`src/rtl/unsigned_64by32_seq_div.sv`:
```
// unsigned_64by32_seq_div
//   Multi-cycle exact unsigned divider: a 2*DW-bit dividend divided by a DW-bit
//   divisor gives a DW-bit quotient and remainder. It uses radix-2 restoring
//   division and produces one quotient bit per clock. Only one operation is in
//   flight at a time.
//
//   Divide-by-zero and quotient overflow are detected up front, in one cycle.
//   In either case the datapath is skipped and a saturated quotient is returned.
//
// Ports
//   clk        in   1      clock, rising edge
//   rst_n      in   1      asynchronous active-low reset
//   in_valid   in   1      operands valid
//   in_ready   out  1      operands accepted (IDLE only)
//   dividend   in   2*DW   unsigned dividend
//   divisor    in   DW     unsigned divisor
//   out_valid  out  1      result valid (DONE only)
//   out_ready  in   1      result consumed
//   quotient   out  DW     unsigned quotient
//   remainder  out  DW     unsigned remainder
//   div_zero   out  1      divisor was zero
//   overflow   out  1      true quotient does not fit in DW bits
//
// state | meaning
// ------+-----------------------------------------------------------
// IDLE  | waiting for operands, in_ready high
// CHECK | one cycle: classify zero divisor / overflow / normal
// RUN   | DW cycles, one restoring step per cycle
// DONE  | result held, out_valid high until out_ready
module unsigned_64by32_seq_div #(
   parameter int DW = 32
) (
   input  logic            clk,
   input  logic            rst_n,
   input  logic            in_valid,
   output logic            in_ready,
   input  logic [2*DW-1:0] dividend,
   input  logic [DW-1:0]   divisor,
   output logic            out_valid,
   input  logic            out_ready,
   output logic [DW-1:0]   quotient,
   output logic [DW-1:0]   remainder,
   output logic            div_zero,
   output logic            overflow
);

   localparam int CW = (DW > 1) ? $clog2(DW) : 1;

   typedef enum logic [1:0] {
      S_IDLE,
      S_CHECK,
      S_RUN,
      S_DONE
   } state_e;

   state_e          state_q, state_d;
   logic [DW-1:0]   hi_q, hi_d;     // upper dividend half, seeds the remainder
   logic [DW-1:0]   shf_q, shf_d;   // lower dividend half, shifted out MSB first
   logic [DW-1:0]   dsr_q, dsr_d;
   logic [DW-1:0]   rem_q, rem_d;
   logic [DW-1:0]   quo_q, quo_d;
   logic [CW-1:0]   cnt_q, cnt_d;   // steps left in RUN, terminal at zero
   logic            dz_q, dz_d;
   logic            ov_q, ov_d;

   logic [DW:0]     trial;
   logic [DW-1:0]   diff;
   logic            ge;

   always_ff @(posedge clk or negedge rst_n) begin
      if (!rst_n) begin
         state_q <= S_IDLE;
         hi_q    <= '0;
         shf_q   <= '0;
         dsr_q   <= '0;
         rem_q   <= '0;
         quo_q   <= '0;
         cnt_q   <= '0;
         dz_q    <= 1'b0;
         ov_q    <= 1'b0;
      end else begin
         state_q <= state_d;
         hi_q    <= hi_d;
         shf_q   <= shf_d;
         dsr_q   <= dsr_d;
         rem_q   <= rem_d;
         quo_q   <= quo_d;
         cnt_q   <= cnt_d;
         dz_q    <= dz_d;
         ov_q    <= ov_d;
      end
   end

   always_comb begin
      state_d = state_q;
      hi_d    = hi_q;
      shf_d   = shf_q;
      dsr_d   = dsr_q;
      rem_d   = rem_q;
      quo_d   = quo_q;
      cnt_d   = cnt_q;
      dz_d    = dz_q;
      ov_d    = ov_q;

      // rem_q < dsr_q holds throughout RUN, so trial < 2*divisor and the
      // difference fits in DW bits whenever trial >= divisor.
      trial = {rem_q, shf_q[DW-1]};
      ge    = (trial >= {1'b0, dsr_q});
      diff  = trial[DW-1:0] - dsr_q;

      unique case (state_q)
         S_IDLE: begin
            if (in_valid) begin
               hi_d    = dividend[2*DW-1:DW];
               shf_d   = dividend[DW-1:0];
               dsr_d   = divisor;
               state_d = S_CHECK;
            end
         end
         S_CHECK: begin
            if (dsr_q == '0) begin
               dz_d    = 1'b1;
               ov_d    = 1'b0;
               quo_d   = '1;
               rem_d   = shf_q;
               state_d = S_DONE;
            end else if (hi_q >= dsr_q) begin
               dz_d    = 1'b0;
               ov_d    = 1'b1;
               quo_d   = '1;
               rem_d   = '0;
               state_d = S_DONE;
            end else begin
               dz_d    = 1'b0;
               ov_d    = 1'b0;
               quo_d   = '0;
               rem_d   = hi_q;
               cnt_d   = CW'(DW - 1);
               state_d = S_RUN;
            end
         end
         S_RUN: begin
            rem_d = ge ? diff : trial[DW-1:0];
            quo_d = {quo_q[DW-2:0], ge};
            shf_d = {shf_q[DW-2:0], 1'b0};
            if (cnt_q == '0) begin
               state_d = S_DONE;
            end else begin
               cnt_d = cnt_q - 1'b1;
            end
         end
         S_DONE: begin
            if (out_ready) begin
               state_d = S_IDLE;
            end
         end
         default: state_d = S_IDLE;
      endcase
   end

   assign in_ready  = (state_q == S_IDLE);
   assign out_valid = (state_q == S_DONE);
   assign quotient  = quo_q;
   assign remainder = rem_q;
   assign div_zero  = dz_q;
   assign overflow  = ov_q;

endmodule

```
`config.mk`:
```
export PLATFORM = sky130hd
export DESIGN_NAME = unsigned_64by32_seq_div
export DESIGN_NICKNAME = d
export VERILOG_FILES = /design/src/rtl/unsigned_64by32_seq_div.sv
export SDC_FILE = /design/constraint.sdc
export NUM_CORES = 1
export LEC_CHECK = 0
export ABC_AREA = 1
export CORE_AREA = 2 2 161 163
export DETAILED_ROUTE_END_ITERATION = 16
export DIE_AREA = 0 0 163 165
export MAX_ROUTING_LAYER = met4
export PLACE_DENSITY_LB_ADDON = 0.08
export SYNTH_ARGS = -nofsm -noshare
export SYNTH_HDL_FRONTEND = slang
export SYNTH_SLANG_ARGS = --single-unit
```
`constraint.sdc`:
```
create_clock -name clk -period 2 [get_ports clk]
set_clock_uncertainty 0.2 [all_clocks]
set_input_delay 0.3 -clock clk [delete_from_list [all_inputs] [get_ports clk]]
set_output_delay 0.3 -clock clk [all_outputs]
set_load 0.02 [all_outputs]
```
## Word level (Yosys, flattened, before mapping)

Cells that the tools add are included.

| operators by class | value |
|---|---|
| add/sub/neg operators | 2 |
| order comparisons | 2 |
| equality and inequality tests | 9 |
| mux-type cells | 22 |
| reductions and logical operators | 9 |

Operators with widths:

| cell | number |
|---|---|
| $mux W32 | 6 |
| $pmux W32 S2 | 3 |
| $ge A33 B32 Y1 | 1 |
| $ge A32 B32 Y1 | 1 |
| $logic_not A32 Y1 | 1 |
| $sub A32 B32 Y32 | 1 |
| $mux W5 | 3 |
| $ne A2 B2 Y1 const B | 5 |
| $pmux W5 S2 | 1 |
| $pmux W2 S4 | 1 |
| $mux W2 | 3 |
| $logic_not A5 Y1 | 1 |
| $mux W1 | 5 |
| $sub A5 B1 Y5 const B | 1 |
| $eq A2 B2 Y1 const B | 2 |
| $reduce_and A2 Y1 | 2 |
| $reduce_and A4 Y1 | 1 |
| $reduce_bool A2 Y1 | 2 |
| $reduce_and A3 Y1 | 1 |
| $eq A2 B1 Y1 const B | 1 |
| $logic_not A2 Y1 | 1 |
| $ne A2 B1 Y1 const B | 1 |

| storage, ports and cells | value |
|---|---|
| bits in registers | 169 |
| input port bits | 100 |
| output and inout port bits | 68 |

## Longest topological paths before layout

Gate-level depths: netlist of run 1.

| depth | value |
|---|---|
| depth after elaboration | 4 |
| mapped depth | 19 |

## Worst setup path before layout of run 1

OpenSTA, ideal clock, no wires.

| timing | value |
|---|---|
| path kind | register to register |
| from | register rem_q[23] (netlist: remainder[23]) |
| to | register rem_q[27] (netlist: remainder[27]) |
| data arrival time | 1.984 ns |
| required time | 1.683 ns |
| path slack | -0.300 ns |
| stages on the path, launching flop included | 17 |
| path buffers | 1 |
| cell sequence | dfrtp_1 > ha_1 > nand2_2 > inv_1 > a21oi_1 > nand2_1 > nand2_1 > nand2_1 > a21oi_4 > nand2_4 > nand2_2 > buf_6 > nand2_1 > nand2_1 > nand2_1 > nand2_1 > nand2_1 |

| on the way | value |
|---|---|
| longest elaborated chain between the ends | 3 |
| elaborated cells between the ends (all ways) | 4 |
| classes of those cells | 1 x add/sub; 1 x order compare; 2 x mux |

Ends and longest elaborated chain:

| item | line | RTL |
|---|---|---|
| start: declaration | 60 | `logic [DW-1:0] rem_q, rem_d;` |
| start signal: assignment | 86 | `rem_q <= rem_d;` |
| $sub A32 B32 Y32 / $ge A33 B32 Y1 (equally long branches) | 109, 108 |  |
| $mux W32 * | 143 | `rem_d = ge ? diff : trial[DW-1:0];` |
| $pmux W32 S2 * | 111 | `unique case (state_q)` |

Every way passes the cells marked *; elsewhere a longest branch is shown, timed or not.
A chain may end at the register's enable or synchronous reset.

## Worst setup path in the final report of run 1

| timing | value |
|---|---|
| from | register dsr_q[2] |
| to | register rem_q[23] (netlist: remainder[23]) |

| on the way | value |
|---|---|
| longest elaborated chain between the ends | 4 |
| elaborated cells between the ends (all ways) | 8 |
| classes of those cells | 1 x add/sub; 2 x order compare; 4 x mux; 1 x reduce/logical |

Ends and longest elaborated chain:

| item | line | RTL |
|---|---|---|
| start: declaration | 59 | `logic [DW-1:0] dsr_q, dsr_d;` |
| start signal: assignment | 85 | `dsr_q <= dsr_d;` |
| $ge A32 B32 Y1 | 127 | `end else if (hi_q >= dsr_q) begin` |
| $mux W32 | 127 |  |
| $mux W32 | 121 | `if (dsr_q == '0) begin` |
| $pmux W32 S2 * | 111 |  |

Marks and branches as above.

==> impl_results.md, run 1 <==
- H-tree levels: 4
- Post-synthesis register bit count: 169
- Crit path capture type: flop
- Reg2reg setup slack: -0.48 ns
- DRC viols: 0
- Cell family with most CP delay: simple AND/OR/NAND/NOR gates
- Number of DRC markers in iteration 0: 840
- Chip height: 165 um
- Clk_lat worst skew: between 0.4 and 0.5 ns
- Yosys cell types: 36
- Failing checks: negative setup slack
- TritonCTS Buffers: 17
- Critical Path AT: 2.61 ns
- Reg2reg end: remainder[23]
- Worst path slowest cell: dfrtp_1
- Final worst slack: -0.478 ns
- Final WL: approximately 43 mm
- Clock transition at path regs: around 0.080 ns
- Synth top area share: 37.8%
- Ports: ~170
- Layout cells sized above 1: around a third
- P&R area growth vs syn: 60.5%
- Yosys warning count: 0
- Clock buffer depth: 2
- Crit start category: flop
- Largest area contributor in the netlist: dfrtp_1
- Syn Area/Cell: ~6.8 um^2
- Peak Freq: 0.404 GHz
- Worst slew pin tran: 0.485 ns
- Critical Path Max Stage Delay: 0.39 ns
- Worst-path cell chain: inv_2, buf_6, ha_4, nand2_4, nand2_2, nand2_2, nand2_2, nand2_2, nand3b_4, nand2_4, nand2_4, nand2_4, nand2_8, buf_6, buf_6, nand2_2, nand2_1, nand2_1, nand2_1, nand2_1
- Seq/Total Area, Yosys: a little under two fifths
- Slew Limit Fails: 0
- CTS tree: yes
- Buf/Inv on CP: 4
- Hold Path Class: primary input to async pin
- Via count: 12600
- Crit Path Max Fanout: 6
- Antenna-violating nets left: 0
- Max-Cap Viols: 0
- Fin crit share: 124%
- Pre-CTS setup slack: -0.606 ns
- GP Congestion: 0.946
- # rows: 58
- Initial antenna violation count: 2
- Post-Synthesis Cells: 1652
- Gr usage total: 31.8%
- Worst path required time: 2.14 ns
- Mapped cell area: 0.0112 mm^2
- Grt total ovfl: 0
- Status: finished with violations
- RSZ-0062 raised after global routing: yes
- Hpwl dp: 29.9 mm
- Clk sink count: ~170
- Hold Vio Cnt, Final: 0
- Synth Net Count: 1823
- Routed WL per cell: roughly 18 um
- CP dominant cell by count: nand2_2
- Crit Path Category: flop to flop
- Post-layout min period: between 2 and 2.5 ns
- Core area: 0.0250 mm^2
- Root buffer cell: clkbuf_16
- Top cells by area, synth: dfrtp_1 38%, nand2_1 23%, ha_1 7.8%
- Setup Viol. Count Final: 71
- Starting Density: 44.6%
- Fill count: 2000
- DR pass1 iterations: 5
- Vias in the first global route: 12200
- Max-slew headroom at the worst pin: around 68%
- Die Wd: 163 um
- R2R depth: 20
- Largest net degree at the start of global routing: 45
- Nets: about 2200
- First-pass GRT wire length: 63.8 mm
- Avg Vias per Cell: 5.26
- Die Area: 0.0269 mm^2
- I/O Buffers: 167
- Reg2reg start: dsr_q[2]
-- per-stage QoR --
stage               util (%)  setup TNS, ns  cells  instance area [um^2]  hold slack, ns
floorplan                  -          -4.66   1652                 11700          -0.196
global route            71.7         -35.39   2402                 17900           0.174
CTS                     67.6         -23.76   2376                 16900           0.160
global placement        61.6         -33.72   2311                 15400          0.0611
detailed placement      61.6         -35.72   2311                 15400          0.0621
finish                  71.7         -28.52   2402                 17900           0.150
-- cells in the final DEF (no fill, tap or decap), types with 13 or more instances in the layout --
cell type	n
nand2_1	554
buf_4	234
dfrtp_1	138
clkdlybuf4s50_1	128
inv_1	114
nor2_1	106
a21oi_1	103
nand2_2	92
nand3_1	57
ha_4	43
inv_2	40
nand3_2	40
o21ai_0	37
a31oi_1	33
dlygate4sd2_1	31
dfrtp_2	31
nand2_4	29
ha_1	26
clkbuf_16	22
buf_12	22
buf_6	21
nand4_1	19
nor2_2	15
a21oi_2	15
xor2_1	13
-- cells in the mapped netlist --
cell type,number
a21oi_1,121
o31ai_1,1
clkbuf_1,44
o21a_1,3
buf_1,6
xnor2_1,1
buf_6,1
nor2_1,127
xor2_1,15
o21bai_1,8
nand3b_4,1
and3_1,1
inv_1,155
nand2_1,671
nand4_1,19
clkinv_1,2
a31oi_1,34
nor2_2,5
fa_1,1
o21ai_1,1
dfrtp_1,169
a21boi_1,1
ha_1,70
o22ai_1,1
inv_2,2
nor4_1,6
nor3_1,5
buf_4,3
nand2_4,1
a21boi_0,2
nand3b_1,5
nand2_2,6
nand3_1,102
o21ai_0,46
buf_2,15
a21oi_4,1
-- kinds of logic after synthesis --
family / synth area share (%)
xor gates and xnor gates: 1.25
DFF: 37.8
adders and majority gates: 8.01
buffers and inverters: 7.99
and+or+nand+nor: 34.3
AOI/OAI and AO/OA: 10.6
-- sequential cells by signal, indices dropped and copies added (netlist names) --
signal,cells
dsr_q,32
overflow,1
shf_q,32
quotient,32
div_zero,1
cnt_q,5
hi_q,32
state_q,2
remainder,32
-- worst max-delay path by stage --
stage                  start       endpoint  slack, ns  cells past startpoint
2_1_floorplan  remainder[27]  remainder[28]      -0.14                     14
3_3_place_gp       dsr_q[20]  remainder[10]      -0.55                     15
3_5_place_dp       dsr_q[20]       cnt_q[4]      -0.61                     15
4_1_cts             dsr_q[6]  remainder[23]      -0.44                     19
5_1_grt             dsr_q[2]  remainder[31]      -0.59                     20
6_report            dsr_q[2]  remainder[23]      -0.48                     20
-- final cells by class --
cell class | instances | area [um^2] | area share (%)
Multi-Input combinational cell | 1255 | 7650 | 42.7
Sequential cell | 169 | 4270 | 23.8
Timing Repair Buffer | 456 | 4370 | 24.3
Inverter | 159 | 614 | 3.42
Clock inverter | 15 | 200 | 1.12
Antenna cell | 1 | 2.50 | 0.0139
Tap cell | 330 | 413 | 2.30
Clock buffer | 17 | 425 | 2.37
-- timing repair --
| action | 4_1_cts | 5_1_grt |
|---|---|---|
| setup buffers | 27 | 19 |
| endpoints found under the hold margin | 127 | 0 |
| endpoints found under the setup margin | 106 | 80 |
| pin swaps | 44 | 82 |
| gates resized for setup | 208 | 197 |
| gates cloned | 6 | 6 |
| hold buffers | 1 | 0 |
-- per-layer routing --
layer | vias up | part of all wire, % | global-route usage [%]
met2 | 425 | 48 | 51.1
met5 | - | 0 | -
met4 | 0 | 2.4 | 9.61
met1 | 6045 | 43 | 41.6
li1 | 6102 | - | -
met3 | 62 | 6.8 | 5.00
Power of run 1 is left out: the tool's default activity adds up to more than one toggle a clock period on the data nets, which glitch-free logic cannot reach.
==> run 2: changes to the inputs <==
CAP_MARGIN = 20   (was unset)
SKIP_CTS_REPAIR_TIMING = 1   (was unset)
==> impl_results.md, run 2 (same netlist as run 1, synthesis figures left out) <==
- Status: finished with violations (unchanged)
- Failing checks: negative setup slack (unchanged)
- Starting Density: 44.6% (unchanged)
- Crit start category: flop (unchanged)
- Crit Path Max Fanout: 5 (was 6)
- Setup Viol. Count Final: 71 (unchanged)
- Grt total ovfl: 0 (unchanged)
- DRC viols: 0 (unchanged)
- Hold Vio Cnt, Final: 0 (unchanged)
- Clock buffer depth: 2 (unchanged)
- Die Wd: 163 um (unchanged)
- DR pass1 iterations: 5 (unchanged)
- Layout cells sized above 1: 28.3% (was 32.5%)
- Vias in the first global route: 11700 (was 12200)
- Root buffer cell: clkbuf_16 (unchanged)
- Worst slew pin tran: 0.485 ns (about the same)
- Cell area after layout: 0.0174 mm^2 (was 0.0179 mm^2)
- Crit Path Category: flop to flop (unchanged)
- Reg2reg start: dsr_q[24] (was dsr_q[2])
- RSZ-0062 raised after global routing: yes (unchanged)
- Most common cell after layout, fill and taps aside: nand2_1 (unchanged)
- Clk_lat worst skew: 0.44 ns (was 0.45 ns)
- Worst path required time: 2.12 ns (was 2.14 ns)
- Initial antenna violation count: 2 (unchanged)
- Multi-input gate area: 0.00729 mm^2 (was 0.00765 mm^2)
- Chip height: 165 um (unchanged)
- CTS tree: yes (unchanged)
- Critical Path AT: 2.64 ns (was 2.61 ns)
- # rows: 58 (unchanged)
- I/O Buffers: 167 (unchanged)
- Number of DRC markers in iteration 0: 887 (was 840)
- FF+latch area: 0.00427 mm^2 (unchanged)
- Core area: 0.0250 mm^2 (unchanged)
- Nets: 2208 (was 2229)
- Hpwl dp: 29.9 mm (unchanged)
- Die Area: 0.0269 mm^2 (unchanged)
- Avg Vias per Cell: 5.20 (was 5.26)
- CP Launch Point: dsr_q[24] (was dsr_q[2])
- Slew Limit Fails: 0 (unchanged)
- Clock transition at path regs: 0.08 ns (about the same)
- Largest net degree at the start of global routing: 45 (unchanged)
- GP Congestion: 0.946 (unchanged)
- Most frequent cells in the layout: 589 x nand2_1, 225 x buf_4, 138 x dfrtp_1 (was 554 x nand2_1, 234 x buf_4, 138 x dfrtp_1)
- Routed WL per cell: 17.0 um (was 17.8 um)
- Post-layout min period: 2.52 ns (was 2.48 ns)
- Fin crit share: 126% (was 124%)
- Clk sink count: 169 (unchanged)
- Layout Utilization: 69.5% (was 71.7%)
- Max-Cap Viols: 0 (unchanged)
- First-pass GRT wire length: 61.0 mm (was 63.8 mm)
- Final WL: 40.6 mm (was 42.7 mm)
- Max-slew headroom at the worst pin: 67.7% (about the same)
- Antenna-violating nets left: 0 (unchanged)
- TritonCTS Buffers: 17 (unchanged)
- Gr usage total: 30.3% (was 31.8%)
- Post-DP Area: 0.0154 mm^2 (unchanged)
- H-tree levels: 4 (unchanged)
- Peak Freq: 0.397 GHz (was 0.404 GHz)
- Crit path capture type: flop (unchanged)
- P&R area growth vs syn: 55.6% (was 60.5%)
- Hold Path Class: primary input to async pin (unchanged)
- Via count: 12400 (was 12600)
- Ports: 168 (unchanged)
- Final worst slack: -0.520 ns (was -0.478 ns)
- Fill count: 2113 (was 2000)
==> run 2: cell types whose count changed in the layout (fill, tap and decap cells not counted), sizes merged <==
cell	before	now
nand2	678	679
clkbuf	23	24
buf	284	261
dlymetal6s2s	5	37
dlygate4sd2	31	0
bufbuf	1	0
==> run 2: worst paths after layout <==
| check | endpoint | slack [ns] | depth (start not counted) |
|---|---|---|---|
| worst max-delay path | remainder[18] | -0.52 | 16 |
| worst min-delay path | cnt_q[0] | 0.15 | 2 |
| worst max register to register | remainder[18] | -0.52 | 16 |
| worst min register to register | div_zero | 0.30 | 2 |
| max in group asynchronous | dsr_q[0] | 0.84 | 3 |
| min in group clk | hi_q[7] | 0.20 | 3 |
==> run 2: critical path: stages (launching register included) <==
cell     delay, ns
dfrtp_1       0.39
inv_2         0.10
ha_4          0.23
nand2_4       0.09
inv_1         0.05
a21oi_2       0.16
nand2_1       0.12
nand2_1       0.10
nand2_2       0.07
a21oi_4       0.19
buf_12        0.15
nand2_8       0.08
buf_8         0.15
nand2_1       0.07
nand3_2       0.07
nand3_1       0.10
nand2_1       0.06
==> run 2: layout make-up <==
| class | instances | area share (%) |
|---|---|---|
| Sequential cell | 169 | 24.5 |
| Antenna cell | 1 | 0.0144 |
| Multi-Input combinational cell | 1256 | 41.9 |
| Timing Repair Buffer | 434 | 24.1 |
| Clock inverter | 15 | 1.15 |
| Clock buffer | 17 | 2.45 |
| Inverter | 159 | 3.48 |
| Tap cell | 330 | 2.37 |
==> run 2: metrics by stage <==
stage          hold WS, ns  setup WS, ns  setup TNS [ns]  instances
3_3_place_gp        0.0611        -0.548          -33.72       2311
4_1_cts             -0.409        -0.603          -40.44       2343
5_1_grt              0.177        -0.596          -36.22       2381
3_5_place_dp        0.0621        -0.606          -35.72       2311
6_report             0.153        -0.520          -28.21       2381
2_1_floorplan       -0.196        -0.138           -4.66       1652
==> run 2: metal layers <==
| metal | track usage [%] | up-vias | routed length (um) |
|---|---|---|---|
| li1 | - | 6071 | - |
| met1 | 41.6 | 5915 | 18200 |
| met2 | 47.7 | 330 | 19200 |
| met3 | 4.29 | 55 | 2290 |
| met4 | 7.00 | 0 | 871 |
| met5 | - | - | 0 |
Power of run 2 is left out for the same reason.
==> run 3: changes to the inputs <==
REMOVE_ABC_BUFFERS = 1   (was unset)
==> impl_results.md, run 3 (same netlist as run 1, synthesis figures left out) <==
- Most common cell after layout, fill and taps aside: nand2_1 (unchanged)
- Ports: 168 (unchanged)
- Failing checks: negative setup slack (unchanged)
- Crit Path Category: flop to flop (unchanged)
- Crit path capture type: flop (unchanged)
- Setup Viol. Count Final: 71 (unchanged)
- Grt total ovfl: 0 (unchanged)
- Antenna-violating nets left: 0 (unchanged)
- Hold Path Class: primary input to async pin (unchanged)
- Fin crit share: 123% (was 126%)
- Largest net degree at the start of global routing: 67 (was 45)
- Critical Path AT: 2.65 ns (was 2.64 ns)
- Peak Freq: 0.405 GHz (was 0.397 GHz)
- Worst path slowest cell: dfrtp_1 (unchanged)
- Max-Cap Viols: 0 (unchanged)
- Crit start category: flop (unchanged)
- Starting Density: 44.6% (unchanged)
- Root buffer cell: clkbuf_16 (unchanged)
- Most frequent cells in the layout: 600 x nand2_1, 248 x buf_4, 169 x dfrtp_1 (was 589 x nand2_1, 225 x buf_4, 138 x dfrtp_1)
- First-pass GRT wire length: 60.8 mm (was 61.0 mm)
- RSZ-0062 raised after global routing: yes (unchanged)
- I/O Buffers: 167 (unchanged)
- DRC viols: 0 (unchanged)
- GP Congestion: 0.945 (was 0.946)
- CTS tree: yes (unchanged)
- Post-layout min period: 2.47 ns (was 2.52 ns)
- Die Wd: 163 um (unchanged)
- Slew Limit Fails: 0 (unchanged)
- Layout cells sized above 1: 27.1% (was 28.3%)
- CP dominant cell by count: nand2_1 (unchanged)
- Number of DRC markers in iteration 0: 881 (was 887)
- Gr usage total: 30.0% (was 30.3%)
- Worst-path cell chain: inv_2, buf_4, ha_1, nand2_1, inv_1, o21bai_1, a21oi_1, nor2_1, nand2_2, nand2_4, nand3_4, inv_4, buf_8, nand2_1, nand2_2, nand3_1, nand2_1 (was inv_2, ha_4, nand2_4, inv_1, a21oi_2, nand2_1, nand2_1, nand2_2, a21oi_4, buf_12, nand2_8, buf_8, nand2_1, nand3_2, nand3_1, nand2_1)
- Core area: 0.0250 mm^2 (unchanged)
- Clock transition at path regs: 0.08 ns (about the same)
- Max-slew headroom at the worst pin: 69.2% (was 67.7%)
- Status: finished with violations (unchanged)
- Initial antenna violation count: 0 (was 2)
- Clock buffer depth: 2 (unchanged)
- Routed WL per cell: 17.1 um (was 17.0 um)
- Worst path required time: 2.18 ns (was 2.12 ns)
- Worst slew pin tran: 0.461 ns (was 0.485 ns)
- TritonCTS Buffers: 17 (unchanged)
- Via count: 12300 (was 12400)
- Cell family with most CP delay: simple AND/OR/NAND/NOR gates (unchanged)
- Final worst slack: -0.468 ns (was -0.520 ns)
- Vias in the first global route: 11700 (about the same)
- Cell area after layout: 0.0174 mm^2 (about the same)
- H-tree levels: 4 (unchanged)
- DR pass1 iterations: 5 (unchanged)
- Pre-CTS setup slack: -0.680 ns (was -0.606 ns)
- Chip height: 165 um (unchanged)
- Hpwl dp: 29.7 mm (was 29.9 mm)
- N_diodes: 0 (was 1)
- Crit Path Max Fanout: 8 (was 5)
- P&R area growth vs syn: 55.3% (was 55.6%)
- Die Area: 0.0269 mm^2 (unchanged)
- Clk_lat worst skew: 0.45 ns (was 0.44 ns)
- Avg Vias per Cell: 5.15 (was 5.20)
- # rows: 58 (unchanged)
- Nets: 2224 (was 2208)
- Clk sink count: 169 (unchanged)
- Hold Vio Cnt, Final: 0 (unchanged)
- Critical Path Max Stage Delay: 0.38 ns (was 0.39 ns)
- Final WL: 41.0 mm (was 40.6 mm)
- Buf/Inv on CP: 5 (was 4)
- Post-DP Area: 0.0152 mm^2 (was 0.0154 mm^2)
-- run 3: metrics by stage --
step	utilization, %	cells	hold WS (ns)	TNS (ns)
finish	69.3	2396	0.144	-28.96
floorplan	-	1583	-0.196	-433.57
detailed placement	60.5	2338	0.0694	-38.87
global placement	60.5	2338	0.0690	-39.80
CTS	63.0	2370	-0.405	-42.60
global route	69.3	2396	0.185	-39.42
-- run 3: cell type report --
class / count / area (um^2)
clock inverters: 15 / 191
flip-flops and latches: 169 / 4230
repair buffers: 451 / 4280
well taps: 330 / 413
inverters: 159 / 607
multi-input cells: 1255 / 7220
clock buffers: 17 / 425
fillers: 2156 / 7680
-- run 3: final timing paths --
path / slack, ns / cells after the start / to / from
min: 0.14 / 2 / remainder[6] / rst_n
min reg2reg: 0.29 / 2 / overflow / overflow
max reg2reg: -0.47 / 17 / remainder[8] / dsr_q[9]
max in group asynchronous: 0.84 / 3 / dsr_q[29] / rst_n
max: -0.47 / 17 / remainder[8] / dsr_q[9]
min in group clk: 0.18 / 3 / hi_q[10] / dividend[42]
-- run 3: worst register-to-register path: cells and delay by family (launching register included) --
kind | cells | cell delay [ns]
compound gates | 2 | 0.23
fa+ha+maj | 1 | 0.28
buf+inv | 5 | 0.52
flops | 1 | 0.38
simple gates | 9 | 0.83
-- run 3: per-layer routing --
metal | vias to the layer above | track usage [%] | routed length (um)
met5 | - | - | 0
met4 | 0 | 7.16 | 756
met3 | 45 | 5.75 | 2550
met2 | 361 | 46.9 | 19100
met1 | 5837 | 40.6 | 18600
li1 | 6090 | - | -
Power of run 3 is left out for the same reason.
